[src/rtl/decimal_key_debouncer.sv]
// Decimal keypad front end: synchronises ten raw key lines, debounces
// press/release, rejects multi-key chords and emits a registered one-hot key.
module decimal_key_debouncer #(
  parameter int DEBOUNCE_CYCLES = 16,
  parameter int CNT_W           = 5
) (
  input  logic       clk,
  input  logic       rst,
  input  logic [9:0] keys_in,
  output logic [9:0] key_onehot,
  output logic       key_valid,
  output logic       key_held,
  output logic       multi_err
);

  typedef enum logic [1:0] {
    IDLE,
    DEBOUNCE,
    PRESSED,
    RELEASE
  } state_t;

  localparam logic [CNT_W-1:0] CNT_ONE  = CNT_W'(1);
  localparam logic [CNT_W-1:0] CNT_DONE = CNT_W'(DEBOUNCE_CYCLES);
  localparam logic [CNT_W-1:0] CNT_MAX  = '1;

  state_t           state;
  logic [9:0]       s1;
  logic [9:0]       keys_sync;
  logic [9:0]       cand;
  logic [CNT_W-1:0] cnt;
  logic [CNT_W-1:0] cnt_inc;
  logic             sync_zero;
  logic             cand_one_hot;

  // saturating increment so a stuck count can never wrap
  assign cnt_inc      = (cnt == CNT_MAX) ? cnt : cnt + CNT_ONE;
  assign sync_zero    = (keys_sync == '0);
  assign cand_one_hot = (cand != '0) && ((cand & (cand - 10'd1)) == '0);

  always_ff @(posedge clk) begin
    if (rst) begin
      s1         <= '0;
      keys_sync  <= '0;
      cand       <= '0;
      cnt        <= '0;
      state      <= IDLE;
      key_onehot <= '0;
      key_valid  <= 1'b0;
      key_held   <= 1'b0;
      multi_err  <= 1'b0;
    end else begin
      s1        <= keys_in;
      keys_sync <= s1;
      key_valid <= 1'b0;
      multi_err <= 1'b0;
      case (state)
        IDLE: begin
          if (!sync_zero) begin
            cand  <= keys_sync;
            cnt   <= CNT_ONE;
            state <= DEBOUNCE;
          end
        end
        DEBOUNCE: begin
          if (sync_zero) begin
            state <= IDLE;
          end else if (keys_sync != cand) begin
            cand <= keys_sync;
            cnt  <= CNT_ONE;
          end else begin
            cnt <= cnt_inc;
            if (cnt_inc == CNT_DONE) begin
              if (cand_one_hot) begin
                key_onehot <= cand;
                key_valid  <= 1'b1;
                key_held   <= 1'b1;
                state      <= PRESSED;
              end else begin
                // release count starts fresh so a chord cannot lock us out
                multi_err <= 1'b1;
                cnt       <= '0;
                state     <= RELEASE;
              end
            end
          end
        end
        PRESSED: begin
          if (keys_sync != cand) begin
            cnt      <= '0;
            key_held <= 1'b0;
            state    <= RELEASE;
          end
        end
        RELEASE: begin
          if (sync_zero) begin
            cnt <= cnt_inc;
            if (cnt_inc == CNT_DONE) begin
              state <= IDLE;
            end
          end else begin
            cnt <= '0;
          end
        end
        default: begin
          state <= IDLE;
        end
      endcase
    end
  end

endmodule

[config.mk]
export PLATFORM = sky130hd
export DESIGN_NAME = decimal_key_debouncer
export DESIGN_NICKNAME = d
export VERILOG_FILES = /design/src/rtl/decimal_key_debouncer.sv
export SDC_FILE = /design/constraint.sdc
export NUM_CORES = 1
export LEC_CHECK = 0
export ABC_AREA = 1
export CORE_ASPECT_RATIO = 0.9
export CORE_UTILIZATION = 40
export DETAILED_ROUTE_END_ITERATION = 16
export DONT_BUFFER_PORTS = 1
export GPL_TIMING_DRIVEN = 0
export HOLD_SLACK_MARGIN = 0.15
export MAX_ROUTING_LAYER = met4
export PLACE_DENSITY = 0.65
export SYNTH_ARGS = -nofsm -noshare
export SYNTH_HDL_FRONTEND = slang
export SYNTH_SLANG_ARGS = --single-unit
[constraint.sdc]
create_clock -name clk -period 3.6 [get_ports clk]
set_clock_uncertainty 0.05 [all_clocks]
set_input_delay 0.36 -clock clk [delete_from_list [all_inputs] [get_ports clk]]
set_output_delay 0.36 -clock clk [all_outputs]
set_load 0.005 [all_outputs]
[Word-level counts from Yosys, hierarchy flattened]
Index checks and enable logic that the tools add are counted.
Cells by class
  add/sub/neg operators: 2
  equality and inequality tests: 17
  mux-type cells: 30
  bitwise logic cells: 5
  reductions and logical operators: 13
Operators by type and width (number)
  5-bit 2-to-1 mux: 8
  10-bit 2-to-1 mux: 3
  10-bit zero test: 2
  10-bit case mux with 2 select lines: 1
  5-bit case mux with 4 select lines: 1
  2-bit != test, second input constant: 9
  2-bit 2-to-1 mux: 7
  6-bit AND reduction: 2
  10-bit bitwise AND: 1
  5-bit equality test, second input constant: 2
  10-bit != test: 1
  10-bit nonzero test: 1
  10-bit by 1-bit subtractor with 10-bit output, second input constant: 1
  1-bit 2-to-1 mux: 8
  2-bit case mux with 4 select lines: 1
  3-bit != test, second input constant: 2
  5-bit by 1-bit adder with 5-bit output, second input constant: 1
  5-bit AND reduction: 1
  5-bit OR reduction: 1
  2-bit equality test, second input constant: 2
  1-bit NOT: 4
  4-bit AND reduction: 1
  2-bit nonzero test: 2
  3-bit AND reduction: 1
  4 further kinds: 4
Storage, ports and cells
  register bits: 50
  bits of input ports: 12
  output and inout bits: 13
  logic and storage cells: 76

[Longest topological paths before layout]
  depth in word-level cells: 9
  mapped depth: 14
  gate-level depth less buffers: 13

[Worst setup path after synthesis]
No wires, ideal clock.
  path type: flip-flop to flip-flop
  start point: reg cnt[0]
  end point: reg key_onehot[2]
  setup time: 0.113 ns
  data arrival time: 1.563 ns
  required time: 3.437 ns
  setup slack: 1.874 ns
  cell stages (with the launch flop): 14
  buffers on the path: 1
  clock period less this slack: 1.726 ns
  cells stage by stage: dfxtp_1 -> ha_1 -> nand3_2 -> nor2_2 -> nand2_1 -> nand2_2 -> nand2_2 -> nor2_4 -> nand3_4 -> nor2_4 -> buf_6 -> nand2_1 -> nand2_1 -> nor2_1
On the way
  cells in the longest elaborated chain, start to end: 4
  elaborated cells on any way between the ends: 5
  those cells by class: add/sub (1); eq/ne (2); mux (1); reduce/logical (1)
RTL lines
  from (decl): RTL line 31  | logic [CNT_W-1:0] cnt;
  from (signal assigned): RTL line 72  | cnt <= cnt_inc;
  from (signal assigned): RTL line 97  | cnt <= cnt_inc;
  5-bit by 1-bit adder with 5-bit output or 5-bit equality test (tied branches): RTL line 37  | assign cnt_inc = (cnt == CNT_MAX) ? cnt : cnt + CNT_ONE;
  5-bit 2-to-1 mux *: RTL line 37
  5-bit equality test *: RTL line 73  | if (cnt_inc == CNT_DONE) begin
  5-bit AND reduction (no line) *
  to (signal assigned): RTL line 75  | key_onehot <= cand;
  to (decl): RTL line 10  | output logic [9:0] key_onehot,
Every way passes the cells marked *; elsewhere a longest branch is shown, timed or not.
A chain may end at the register's enable or synchronous reset.

[Final worst setup path]
  start point: reg cnt[0]
  end point: reg key_onehot[8]
Same word-level chain as after synthesis.

==> impl_metrics.csv <==
group,metric,value,unit
min_path,hold_class,"in -> reg",
floorplanning,die_w,82.3,microns
floorplanning,start_util,42.9,%
power,swShare,31.9,%
yosys,synth_xor_area_share,1.51,%
timing,min_period,1990,ps
power,combPwrFrac,23.1,%
final_layout,final_common_cell,"nand2_1",
clocking,cts_sinks,50,
timing,rsz0062_at_grt,"false",
floorplanning,die_h,74.3,microns
power,power_frac_seq,50.8,%
yosys,syn_area,0.00232,sq mm
timing,final.setup.tns,0,ps
yosys,yosys_warnings,0,
final_layout,area_delta_synth_final,12.2,%
yosys,ys_ff_latch,50,
power,p_int,827,uW
final_layout,drive_gt1_share,11.0,%
worst_setup_path,slowest_stage,"dfxtp_1",
detailed_routing,drt_iter0_drc,89,
final_layout,fillCellCount,559,
worst_setup_path,cp.arrival,2140,ps
timing,fmax,0.503,GHz
worst_setup_path,crit_chain,"ha_1 -> nand3_2 -> nor2_2 -> nand2_1 -> nand2_2 -> nand2_2 -> nor2_4 -> nand3_4 -> nor2_4 -> buf_6 -> nand2_1 -> nand2_1 -> nor2_1",
power,total_power,1.21,mW
placed_design,portBuffers,0,
yosys,synthSimpleGateAreaFrac,34.9,%
detailed_routing,vias,1912,
min_path,hp-start,"rst",
grt,antenna_found_initial,0,
floorplanning,io_pins,25,
clocking,clkLatencyLatePin,300,ps
worst_setup_path,cpMostUsedCell,"nand2_1",
timing,whs,319,ps
placed_design,gp_congestion,0.803,
yosys,synth_nets,350,
worst_setup_path,critPathBufInv,1,
power,p_leak,1.16,nW
timing,fin_crit_sh,55.2,%
worst_setup_path,cp.required,3750,ps
yosys,synthCells,337,
final_layout,finalNetCount,368,
clocking,post-cts-setup-buffers,0,
min_path,holdPathStages,3,
placed_design,place_ws,1650,ps
worst_setup_path,regToRegStartpoint,"cnt[0]$_SDFFE_PP0P_",
clocking,cts_tree,"yes",
worst_setup_path,r2r_end,"key_onehot[8]$_SDFFE_PP0P_",
clocking,cts_resized,0,
timing,relSlewSlack,68.8,%
yosys,synthMuxAreaShare,0,%
worst_setup_path,crit_type,"reg -> reg",
placed_design,place_hpwl,3090,microns
detailed_routing,route.detailed.drc,0,
grt,global_route.usage.total,16.3,%
timing,setup_viol,0,
detailed_routing,avgRoutedWirePerCell,9.82,microns
clocking,holdBufCountCts,11,
final_layout,insertedDiodeCount,0,
detailed_routing,ant_nets,0,
floorplanning,coreArea,0.00541,sq mm
worst_setup_path,startpoint_type,"flip-flop",
power,pwr-share-clk,26.1,%
flow_run,maxCapViolations,0,
power,switchingPower,387,uW
yosys,synth_top_family_by_area,"simple AND/OR/NAND/NOR gates",
grt,first_global_vias,1675,
grt,grt_pass1_wl,7220,microns
worst_setup_path,crit_fanout,10,
clocking,htreeDepth,2,
clocking,clock_path_buffers,2,
worst_setup_path,cp-end-kind,"flip-flop",
power,power.density,466,mW/mm^2
final_layout,final_cell_mix,"nand2_1 (75), nor2_1 (66), dfxtp_1 (50), inv_1 (42), a21oi_1 (21)",
detailed_routing,totalWireLength,4150,microns
clocking,cts_inserted_buffers,5,
worst_setup_path,r2r_cells,13,
detailed_routing,dr.pass1.iters,4,
final_layout,register_area,0.00100,sq mm
worst_setup_path,slowest_delay,450,ps
yosys,ys_seq_area_share,43.1,%
final_layout,multi_input_area,0.00107,sq mm
detailed_routing,via_per_inst,4.52,
timing,timing.final.hold_violations,0,
grt,grt_overflow,0,
timing,setup_slack,1610,ps
worst_setup_path,path_delay_family,"simple AND/OR/NAND/NOR gates",
clocking,clockRootBuffer,"clkbuf_8",
min_path,hold_path_end,"cnt[1]$_SDFFE_PP0P_",
yosys,synthAdderAreaFrac,0.539,%
worst_setup_path,startpoint,"cnt[0]$_SDFFE_PP0P_",
timing,drv_slew,0,
clocking,clkTransAtPathRegs,90,ps
floorplanning,num_rows,25,
yosys,postSynthAreaPerCell,6.89,sq um
floorplanning,die-area,0.00612,sq mm
timing,tightest_slew,468,ps
yosys,synth.distinct_cells,32,
yosys,synth_compound_area_share,9.15,%
power,ir_drop,0.225,mV
grt,grt_max_degree,17,
run_status,outcome,"finished, final reports clean",
worst_setup_path,rrSetupSlack,1610,ps
-- power by group through the flow --
stage          sequential [mW]  clock (mW)  combinational, mW
2_1_floorplan            0.623           0              0.226
6_report                 0.617       0.317              0.280
3_3_place_gp             0.629           0              0.269
3_5_place_dp             0.630           0              0.271
4_1_cts                  0.617       0.333              0.281
5_1_grt                  0.623       0.361              0.322
-- final cells by class --
| type | instances | share of cell area [%] |
|---|---|---|
| Multi-Input combinational cell | 227 | 41.1 |
| Sequential cell | 50 | 38.4 |
| Inverter | 50 | 7.20 |
| Timing Repair Buffer | 11 | 4.22 |
| Tap cell | 67 | 3.21 |
| Clock buffer | 5 | 2.64 |
| Buffer | 10 | 2.45 |
| Clock inverter | 3 | 0.816 |
-- kinds of logic (layout without fill, tap and decap cells) --
group	count (synthesis)	count (layout)
AOI/OAI and AO/OA	42	42
xor gates and xnor gates	4	4
adders and majority gates	1	1
buffers and inverters	60	79
DFF	50	50
and+or+nand+nor	180	180
-- cell usage after synthesis --
master	instances	area share, %
xnor2_1	3	1.1
o31ai_1	1	0.32
buf_6	3	1.5
ha_1	1	0.54
or2_2	1	0.27
nand2_2	4	1.1
or2_1	1	0.27
buf_1	1	0.16
or2_0	1	0.27
inv_2	8	1.3
and2_4	1	0.38
a21oi_1	21	4.5
nor3_4	1	0.70
clkbuf_1	3	0.48
nand3_4	1	0.75
nand4_2	1	0.54
nand4_1	4	1.1
nor2_4	4	1.9
and2_1	1	0.27
inv_1	42	6.8
nand3_2	1	0.43
o21ai_1	12	2.6
nand3b_1	1	0.32
o21ai_0	8	1.7
xor2_1	1	0.38
nor3_1	1	0.22
nor2_1	66	11
buf_2	3	0.65
nand3_1	13	2.8
dfxtp_1	50	43
nor2_2	3	0.81
nand2_1	75	12
-- worst max-delay path by stage --
stage,depth (start not counted),endpoint
after floorplan,13,key_onehot[2]$_SDFFE_PP0P_
after global placement,13,key_onehot[0]$_SDFFE_PP0P_
after detailed placement,13,key_onehot[8]$_SDFFE_PP0P_
after CTS,13,key_onehot[8]$_SDFFE_PP0P_
after global routing,13,key_onehot[4]$_SDFFE_PP0P_
final,13,key_onehot[8]$_SDFFE_PP0P_
-- state kept, by name (all words and copies together) (netlist names), named ones only --
name and count:
cnt 5, key_held 1, state 1, multi_err 1, key_valid 1, key_onehot 10, cand 10, s1 10
keys_sync 10
-- worst register-to-register path, delay by kind of cell, from the launching register on --
family                     cells  cell delay, ps
DFF                            1             450
buffers and inverters          1             140
adders and majority gates      1             280
and+or+nand+nor               11             970
-- routing by layer --
layer  global-route usage (%)  wire (microns)  vias up
met4                     7.60              93        0
met3                     3.93             216        7
met5                        -               0        -
met2                     22.0            1660       49
li1                         -               -     1075
met1                     22.4            2190      781
-- per-stage QoR --
stage | std cells | util, % | area (sq um)
finish | 423 | 48.2 | 2610
global route | 423 | 48.2 | 2610
CTS | 423 | 48.2 | 2610
detailed placement | 404 | 44.5 | 2410
global placement | 404 | 44.5 | 2410
floorplan | 337 | - | 2320
No activity file was read; power rests on OpenSTA's default activity.
